File: config.mk
export PLATFORM = sky130hd
export DESIGN_NAME = riscv_mc_controller
export DESIGN_NICKNAME = d
export VERILOG_FILES = /design/src/rtl/riscv_mc_pkg.sv /design/src/rtl/riscv_mc_controller_alu_decoder.sv /design/src/rtl/riscv_mc_controller.sv
export SDC_FILE = /design/constraint.sdc
export NUM_CORES = 1
export LEC_CHECK = 0
export ABC_AREA = 1
export CAP_MARGIN = 20
export CELL_PAD_IN_SITES_DETAIL_PLACEMENT = 1
export CELL_PAD_IN_SITES_GLOBAL_PLACEMENT = 2
export CORE_ASPECT_RATIO = 1.5
export CORE_UTILIZATION = 14
export DETAILED_ROUTE_END_ITERATION = 10
export PLACE_DENSITY_LB_ADDON = 0.1
export SYNTH_ARGS = -nofsm -noshare
export SYNTH_HDL_FRONTEND = slang
export SYNTH_SLANG_ARGS = --single-unit
File: constraint.sdc
create_clock -name clk -period 1.35 [get_ports clk]
set_input_delay 0.27 -clock clk [delete_from_list [all_inputs] [get_ports clk]]
set_output_delay 0.27 -clock clk [all_outputs]
set_load 0.03 [all_outputs]
File: src/rtl/riscv_mc_pkg.sv
// Shared types and encodings for the multi-cycle RISC-V controller.
package riscv_mc_pkg;

    typedef enum logic [3:0] {
        S_FETCH, S_DECODE, S_MEM_ADR, S_MEM_RD, S_MEM_WB, S_MEM_WR, S_EXEC_R,
        S_EXEC_I, S_ALU_WB, S_BRANCH, S_JALR, S_JAL, S_LUI, S_TRAP
    } state_t;

    localparam logic [6:0] OP_LOAD   = 7'b0000011;
    localparam logic [6:0] OP_STORE  = 7'b0100011;
    localparam logic [6:0] OP_R      = 7'b0110011;
    localparam logic [6:0] OP_I      = 7'b0010011;
    localparam logic [6:0] OP_BRANCH = 7'b1100011;
    localparam logic [6:0] OP_JAL    = 7'b1101111;
    localparam logic [6:0] OP_JALR   = 7'b1100111;
    localparam logic [6:0] OP_LUI    = 7'b0110111;

    localparam logic [2:0] ALU_ADD = 3'b000;
    localparam logic [2:0] ALU_SUB = 3'b001;
    localparam logic [2:0] ALU_AND = 3'b010;
    localparam logic [2:0] ALU_OR  = 3'b011;
    localparam logic [2:0] ALU_XOR = 3'b100;
    localparam logic [2:0] ALU_SLT = 3'b101;

    localparam logic [2:0] IMM_I = 3'b000;
    localparam logic [2:0] IMM_S = 3'b001;
    localparam logic [2:0] IMM_B = 3'b010;
    localparam logic [2:0] IMM_J = 3'b011;
    localparam logic [2:0] IMM_U = 3'b100;

    localparam logic [1:0] RES_ALUOUT = 2'b00;
    localparam logic [1:0] RES_DATA   = 2'b01;
    localparam logic [1:0] RES_ALURES = 2'b10;
    localparam logic [1:0] RES_IMM    = 2'b11;

    localparam logic [1:0] SRCA_PC    = 2'b00;
    localparam logic [1:0] SRCA_OLDPC = 2'b01;
    localparam logic [1:0] SRCA_A     = 2'b10;

    localparam logic [1:0] SRCB_B    = 2'b00;
    localparam logic [1:0] SRCB_IMM  = 2'b01;
    localparam logic [1:0] SRCB_FOUR = 2'b10;

    // Formats without an immediate (R-type) fall back to I; the value is unused there.
    function automatic logic [2:0] imm_sel(input logic [6:0] op);
        logic [2:0] sel;
        case (op)
            OP_STORE:  sel = IMM_S;
            OP_BRANCH: sel = IMM_B;
            OP_JAL:    sel = IMM_J;
            OP_LUI:    sel = IMM_U;
            default:   sel = IMM_I;
        endcase
        return sel;
    endfunction

endpackage

File: src/rtl/riscv_mc_controller_alu_decoder.sv
// ALU operation decode for R-type and I-type arithmetic; purely combinational.
module riscv_alu_decoder
    import riscv_mc_pkg::*;
(
    input  logic [6:0] op,
    input  logic [2:0] funct3,
    input  logic [6:0] funct7,
    output logic [2:0] alu_control
);

    logic unused_f7;
    assign unused_f7 = ^{funct7[6], funct7[4:0]};

    always_comb begin
        alu_control = ALU_ADD;
        if (op == OP_R || op == OP_I) begin
            case (funct3)
                3'b000:  alu_control = (op == OP_R && funct7[5]) ? ALU_SUB : ALU_ADD;
                3'b010:  alu_control = ALU_SLT;
                3'b100:  alu_control = ALU_XOR;
                3'b110:  alu_control = ALU_OR;
                3'b111:  alu_control = ALU_AND;
                default: alu_control = ALU_ADD;
            endcase
        end
    end

endmodule

File: src/rtl/riscv_mc_controller.sv
// Multi-cycle RISC-V control FSM with parametrised memory wait and sticky illegal-opcode trap.
// Performance counters exist only when RISCV_MC_PERF_EN is defined.
module riscv_mc_controller
    import riscv_mc_pkg::*;
#(
    parameter int MEM_LATENCY = 1,
    parameter int CNT_W       = 32
) (
    input  logic             clk,
    input  logic             rst,
    input  logic [6:0]       op,
    input  logic [2:0]       funct3,
    input  logic [6:0]       funct7,
    input  logic             zero,
    input  logic             alu_res_sign,
    output logic             pc_write,
    output logic             adr_src,
    output logic             mem_write,
    output logic             ir_write,
    output logic             reg_write,
    output logic [1:0]       result_src,
    output logic [1:0]       alu_src_a,
    output logic [1:0]       alu_src_b,
    output logic [2:0]       alu_control,
    output logic [2:0]       imm_src,
    output logic             illegal,
    output logic [CNT_W-1:0] cycle_count,
    output logic [CNT_W-1:0] instr_retired
);

    localparam int CW = $clog2(MEM_LATENCY + 1);
    localparam logic [CW-1:0] LAST = CW'(MEM_LATENCY - 1);

    state_t        state, state_n;
    logic [CW-1:0] cnt;
    logic          last, mem_state, take;
    logic          illegal_q;
    logic          pcw, memw, irw, regw;
    logic [2:0]    alu_dec;

    riscv_alu_decoder u_alu_dec (
        .op          (op),
        .funct3      (funct3),
        .funct7      (funct7),
        .alu_control (alu_dec)
    );

    assign mem_state = state inside {S_FETCH, S_MEM_RD, S_MEM_WR};
    assign last      = (cnt == LAST);

    always_ff @(posedge clk or posedge rst) begin
        if (rst) begin
            state     <= S_FETCH;
            cnt       <= '0;
            illegal_q <= 1'b0;
        end else begin
            state     <= state_n;
            if (state_n != state)
                cnt <= '0;
            else if (mem_state && !last)
                cnt <= cnt + 1'b1;
            illegal_q <= illegal_q | (state_n == S_TRAP);
        end
    end

    // Overflow is deliberately ignored: sign alone decides blt/bge.
    always_comb begin
        case (funct3)
            3'b000:  take = zero;
            3'b001:  take = ~zero;
            3'b100:  take = alu_res_sign;
            3'b101:  take = ~alu_res_sign;
            default: take = 1'b0;
        endcase
    end

    always_comb begin
        state_n     = state;
        pcw         = 1'b0;
        adr_src     = 1'b0;
        memw        = 1'b0;
        irw         = 1'b0;
        regw        = 1'b0;
        result_src  = RES_ALUOUT;
        alu_src_a   = SRCA_PC;
        alu_src_b   = SRCB_B;
        alu_control = ALU_ADD;
        imm_src     = imm_sel(op);
        case (state)
            S_FETCH: begin
                alu_src_b  = SRCB_FOUR;
                result_src = RES_ALURES;
                if (last) begin
                    irw     = 1'b1;
                    pcw     = 1'b1;
                    state_n = S_DECODE;
                end
            end
            S_DECODE: begin
                alu_src_a = SRCA_OLDPC;
                alu_src_b = SRCB_IMM;
                case (op)
                    OP_LOAD, OP_STORE: state_n = S_MEM_ADR;
                    OP_R:              state_n = S_EXEC_R;
                    OP_I:              state_n = S_EXEC_I;
                    OP_BRANCH:         state_n = S_BRANCH;
                    OP_JAL:            state_n = S_JAL;
                    OP_JALR:           state_n = S_JALR;
                    OP_LUI:            state_n = S_LUI;
                    default:           state_n = S_TRAP;
                endcase
            end
            S_MEM_ADR: begin
                alu_src_a = SRCA_A;
                alu_src_b = SRCB_IMM;
                state_n   = (op == OP_LOAD) ? S_MEM_RD : S_MEM_WR;
            end
            S_MEM_RD: begin
                adr_src = 1'b1;
                if (last) state_n = S_MEM_WB;
            end
            S_MEM_WB: begin
                result_src = RES_DATA;
                regw       = 1'b1;
                state_n    = S_FETCH;
            end
            S_MEM_WR: begin
                adr_src = 1'b1;
                memw    = 1'b1;
                if (last) state_n = S_FETCH;
            end
            S_EXEC_R: begin
                alu_src_a   = SRCA_A;
                alu_control = alu_dec;
                state_n     = S_ALU_WB;
            end
            S_EXEC_I: begin
                alu_src_a   = SRCA_A;
                alu_src_b   = SRCB_IMM;
                alu_control = alu_dec;
                state_n     = S_ALU_WB;
            end
            S_ALU_WB: begin
                regw    = 1'b1;
                state_n = S_FETCH;
            end
            S_BRANCH: begin
                alu_src_a   = SRCA_A;
                alu_control = ALU_SUB;
                pcw         = take;
                state_n     = S_FETCH;
            end
            S_JALR: begin
                alu_src_a = SRCA_A;
                alu_src_b = SRCB_IMM;
                state_n   = S_JAL;
            end
            S_JAL: begin
                alu_src_a = SRCA_OLDPC;
                alu_src_b = SRCB_FOUR;
                pcw       = 1'b1;
                state_n   = S_ALU_WB;
            end
            S_LUI: begin
                result_src = RES_IMM;
                regw       = 1'b1;
                state_n    = S_FETCH;
            end
            S_TRAP:  state_n = S_TRAP;
            default: state_n = S_FETCH;
        endcase
    end

    assign pc_write  = pcw  & ~rst;
    assign mem_write = memw & ~rst;
    assign ir_write  = irw  & ~rst;
    assign reg_write = regw & ~rst;
    assign illegal   = illegal_q;

`ifdef RISCV_MC_PERF_EN
    logic [CNT_W-1:0] cyc_q, ret_q;

    always_ff @(posedge clk or posedge rst) begin
        if (rst) begin
            cyc_q <= '0;
            ret_q <= '0;
        end else begin
            cyc_q <= cyc_q + 1'b1;
            if (state_n == S_FETCH && state != S_FETCH)
                ret_q <= ret_q + 1'b1;
        end
    end

    assign cycle_count   = cyc_q;
    assign instr_retired = ret_q;
`else
    assign cycle_count   = '0;
    assign instr_retired = '0;
`endif

endmodule

==> qor.yml, run 1 <==
io_pins: 103
first_pass_iters: 4
max_freq_mhz: 578
path_clk_slew_ns: 0.03
r2r_slack_ns: -0.26
synth_cells: 191
outcome: "finished, violations left"
antenna_found_initial: 0
period_needed_ns: 1.73
vias: 1279
io_buffers: 32
p_per_area_nw_per_um2: 1490
syn_area_sq_um: 1180
crit_buf_inv: 5
fin_ws_ns: -0.382
synth-edff-count: 0
r2r-start: "state[2]$_DFF_PP0_"
drcViolationCount: 0
dp_hpwl_um: 3150
leakagePower_nw: 1.18
finalHoldViolations: 0
setup_viol: 20
grt_max_degree: 7
ys.flop_type: "dfrtp_1"
worst-setup-path-type: "reg -> out"
via_per_inst: 3.31
crit_chain: "buf_6 -> nor2_4 -> buf_6 -> inv_4 -> nor2_4 -> inv_2 -> o211ai_1 -> buf_4"
core_area_sq_um: 8110
numPlacedInstances: 369
synth_most_common_cell: "buf_4"
cts_max_level: 1
instances_no_fill: 386
dpl_worst_slack_ns: -0.595
cts_num_sinks: 6
drive_gt1_share_pct: 59.4
ys_top_cells_by_count: "64 x buf_4, 32 x nor2_1, 30 x nand2_1, 15 x inv_1"
synth_warnings: 0
fin_nets: 304
clk_path_buf_depth: 2
synth_async_sr_flop_share_pct: 100
synth.avg_cell_area_sq_um: 6.19
crit_family: "buffers and inverters"
cts-buffers-inserted: 3
rows: 40
syn_to_final_growth_pct: 102
slowest_delay_ns: 0.43
routed_wl_um: 3740
whs_ns: 0.508
die_x_um: 77.0
dieHeight_um: 115
ys_types: 24
wire_per_inst_um: 9.69
endpoint_kind: "primary output"
place.gp.congestion: 0.717
synth_seq_cells: 6
initial_core_util_pct: 14.6
maxSlewViolCount: 0
path_max_fanout: 3
antenna_cells: 0
critical-path-slowest-cell: "dfrtp_2"
first_iter_violations: 14
max-cap-violations: 0
critPathLaunchType: "flop"
ff2ff_path_depth: 10
crit_arrival_ns: 1.46
synth_top_area_share_pct: 40.6
cts_tree: "built"
fin_tns_setup_ns: -4.81
synth_top_area_cell: "buf_4"
grt_pass1_vias: 1315
die-area_sq_um: 8820
rsz0062_at_grt: "true"
grt_pass1_wl_um: 5970
violations: "negative setup slack"
hp-class: "in -> async"
overflow: 0
finClkSkew_ns: 0.00157
root_buffer: "clkbuf_16"
clk_latency_ns: 0.23
ir_drop_mv: 0.488
synthTopCellsByArea: "buf_4 41%, dfrtp_1 13%, nor2_1 10%"
rr_endpoint: "illegal$_DFF_PP0_"
drtAntennaViolNets: 0
ys_seq_area_share_pct: 12.7
grt_usage_pct: 8.54
crit_required_ns: 1.08
final.period_utilization_pct: 128
cell usage in the layout, fill, tap and decap left out, drive strengths merged:
cell	netlist	final
o211ai	3	3
clkbuf	0	3
a21oi	3	3
conb	1	64
o22ai	1	1
buf	64	81
inv	20	20
o21ai	4	4
clkinv	1	1
nor4	1	1
clkdlybuf4s50	0	2
xor2	1	1
o221ai	1	1
a31oi	2	2
dfrtp	6	6
nor3	2	2
dlygate4sd2	0	5
nand2	36	36
or2	1	1
nor2	36	36
a211oi	1	1
nand3	7	7
flip-flops by register name (all words and copies together) (netlist names):
register  count
cnt           1
illegal       1
state         4
kinds of logic after synthesis:
logic type | synth area share [%]
other | 0.317
buffers and inverters | 47.3
AND/OR/NAND/NOR | 31.1
AO/OA/AOI/OAI | 7.83
XOR/XNOR | 0.741
flip-flops | 12.7
where the power goes:
| part | switching (W) | internal, W |
|---|---|---|
| Clock | 0.0000926 | 0.000379 |
| Combinational | 0.00154 | 0.00126 |
| Sequential | 0.0000700 | 0.000230 |
| Total | 0.00170 | 0.00187 |
worst min-delay path: stages:
cell,delay [ns]
clkdlybuf4s50_1,0.49
buf_4,0.17
inv_1,0.17
through the flow:
step	instance area [sq um]	util (%)	power (W)
2_1_floorplan	1470	-	0.00146
3_3_place_gp	1800	22.2	0.00231
3_5_place_dp	1800	22.2	0.00230
4_1_cts	2270	28.1	0.00342
5_1_grt	2390	29.5	0.00378
6_report	2390	29.5	0.00357
area by class of cell:
class	instances	area (sq um)
repair buffers	88	871
fillers	1039	5720
well taps	105	131
clock buffers	3	75.1
inverters	21	87.6
flip-flops and latches	6	153
multi-input cells	163	1070
worst max path at each step:
stage / slack [ns] / endpoint / depth (start not counted) / startpoint
6_report: -0.38 / alu_src_b[0] / 8 / state[2]$_DFF_PP0_
3_3_place_gp: -0.58 / pc_write / 7 / zero
2_1_floorplan: -0.18 / reg_write / 3 / state[0]$_DFF_PP0_
5_1_grt: -0.46 / alu_src_b[0] / 8 / state[2]$_DFF_PP0_
3_5_place_dp: -0.59 / alu_control[2] / 8 / op[0]
4_1_cts: -0.39 / pc_write / 7 / state[3]$_DFF_PP0_
routing by layer:
metal  GRT usage (%)  wire, um  vias up
met5               0         0        -
met3           0.637       158        0
li1                -         -      639
met4            2.26         0        0
met2            18.7      2370       54
met1            8.20      1220      586
what timing repair did:
| action | CTS | global route |
|---|---|---|
| pin swaps | 21 | 26 |
| buffers inserted | 15 | 7 |
| hold buffers | 0 | 0 |
| endpoints found under the setup margin | 22 | 22 |
| resized for setup | 119 | 34 |
| endpoints found under the hold margin | 0 | 0 |
Note: power is estimated with default switching activity, not from simulation.
==> inputs of run 2 (changes only) <==
Settings changed: GPL_ROUTABILITY_DRIVEN from default to 0.
==> results of run 2 <==
The final DEF is identical to that of run 1; final timing and power are the same.
==> inputs of run 3 (changes only) <==
Settings changed: RECOVER_POWER from default to 50.
==> qor.yml, run 3 (synthesis gave the netlist of run 1 again) <==
clk_path_buf_depth: 2
syn_to_final_growth_pct: 102
leakagePower_nw: 1.18
r2r-start: "state[2]$_DFF_PP0_"
period_needed_ns: 1.73
routed_wl_um: 3740
path_max_fanout: 3
final_cell_mix: "64 x conb_1, 41 x buf_4, 29 x buf_6, 16 x nand2_1, 15 x nor2_4"
outcome: "finished, violations left"
antenna_found_initial: 0
postCtsHoldBufs: 0
worst-setup-path-type: "reg -> out"
rsz0062_at_grt: "true"
core_area_sq_um: 8110
cp-startpoint: "state[2]$_DFF_PP0_"
drcViolationCount: 0
p_per_area_nw_per_um2: 1490
finalHoldViolations: 0
final.period_utilization_pct: 128
regMostFlops: "state"
die-area_sq_um: 8820
fin_total_pwr_w: 0.00357
cts_tree: "built"
hp-start: "illegal$_DFF_PP0_"
initial_core_util_pct: 14.6
rows: 40
largest_register_ffs: 4
die_x_um: 77.0
ir_drop_mv: 0.488
path_clk_slew_ns: 0.03
drive_gt1_share_pct: 59.4
via_per_inst: 3.31
grt_max_degree: 7
io_buffers: 32
max-cap-violations: 0
grt_pass1_vias: 1315
fin_ws_ns: -0.382
max_freq_mhz: 578
root_buffer: "clkbuf_16"
cts_max_level: 1
clk_latency_ns: 0.23
violations: "negative setup slack"
maxSlewViolCount: 0
endpoint_kind: "primary output"
cts_num_sinks: 6
final_common_cell: "conb_1"
hold_depth: 2
vias: 1279
utilization_pct: 29.5
dpl_worst_slack_ns: -0.595
ff2ff_path_depth: 10
critPathLaunchType: "flop"
crit_required_ns: 1.08
fin_nets: 304
first_iter_violations: 14
wire_per_inst_um: 9.69
io_pins: 103
dp_hpwl_um: 3150
grt_pass1_wl_um: 5970
dieHeight_um: 115
grt_usage_pct: 8.54
first_pass_iters: 4
hp-class: "reg -> reg"
finClkSkew_ns: 0.00157
antenna_cells: 0
drtAntennaViolNets: 0
overflow: 0
crit_arrival_ns: 1.46
setup_viol: 20
cts-buffers-inserted: 3
## run 3: critical path, cell delays in order, from the launching register on
cell and delay [ns]:
dfrtp_2 0.43, buf_6 0.13, nor2_4 0.12, buf_6 0.12, inv_4 0.04, nor2_4 0.09
inv_2 0.04, o211ai_1 0.07, buf_4 0.18
## run 3: path summary, 6_finish.rpt
path,endpoint,slack [ns]
max in group asynchronous,state[3]$_DFF_PP0_,0.53
worst max-delay path,alu_src_b[0],-0.38
worst min register to register,illegal$_DFF_PP0_,0.52
worst min-delay path,illegal$_DFF_PP0_,0.52
min in group asynchronous,state[1]$_DFF_PP0_,0.62
worst max register to register,illegal$_DFF_PP0_,-0.26
## run 3: layout make-up
cell class | instances | area (sq um)
fillers | 1039 | 5720
multi-input cells | 163 | 1070
inverters | 21 | 87.6
clock buffers | 3 | 75.1
flip-flops and latches | 6 | 153
well taps | 105 | 131
repair buffers | 88 | 871
## run 3: report_power, final
group | leakage (nW) | total, W | switching [W] | internal (W)
clock | 0.0370 | 0.000472 | 0.0000926 | 0.000379
combinational | 1.07 | 0.00279 | 0.00154 | 0.00126
sequential | 0.0714 | 0.000300 | 0.0000700 | 0.000230
## run 3: what timing repair did
action	4_1_cts	5_1_grt
endpoints found under the setup margin	22	22
pin swaps	21	26
setup buffers	15	7
resized for setup	119	34
## run 3: layer usage
layer	GRT usage, %	share of wire (%)	up-vias
met1	8.20	33	586
li1	-	-	639
met2	18.7	63	54
met5	0	0	-
met3	0.637	4.2	0
met4	2.26	0	0
## run 3: metrics by stage
step / hold slack (ns) / instance area (sq um) / cells / setup TNS (ns)
floorplan: 0.0610 / 1470 / 254 / -0.582
global placement: 0.518 / 1800 / 369 / -6.63
detailed placement: 0.523 / 1800 / 369 / -6.64
CTS: 0.526 / 2270 / 384 / -4.67
global route: 0.551 / 2390 / 386 / -6.30
finish: 0.516 / 2390 / 386 / -4.82
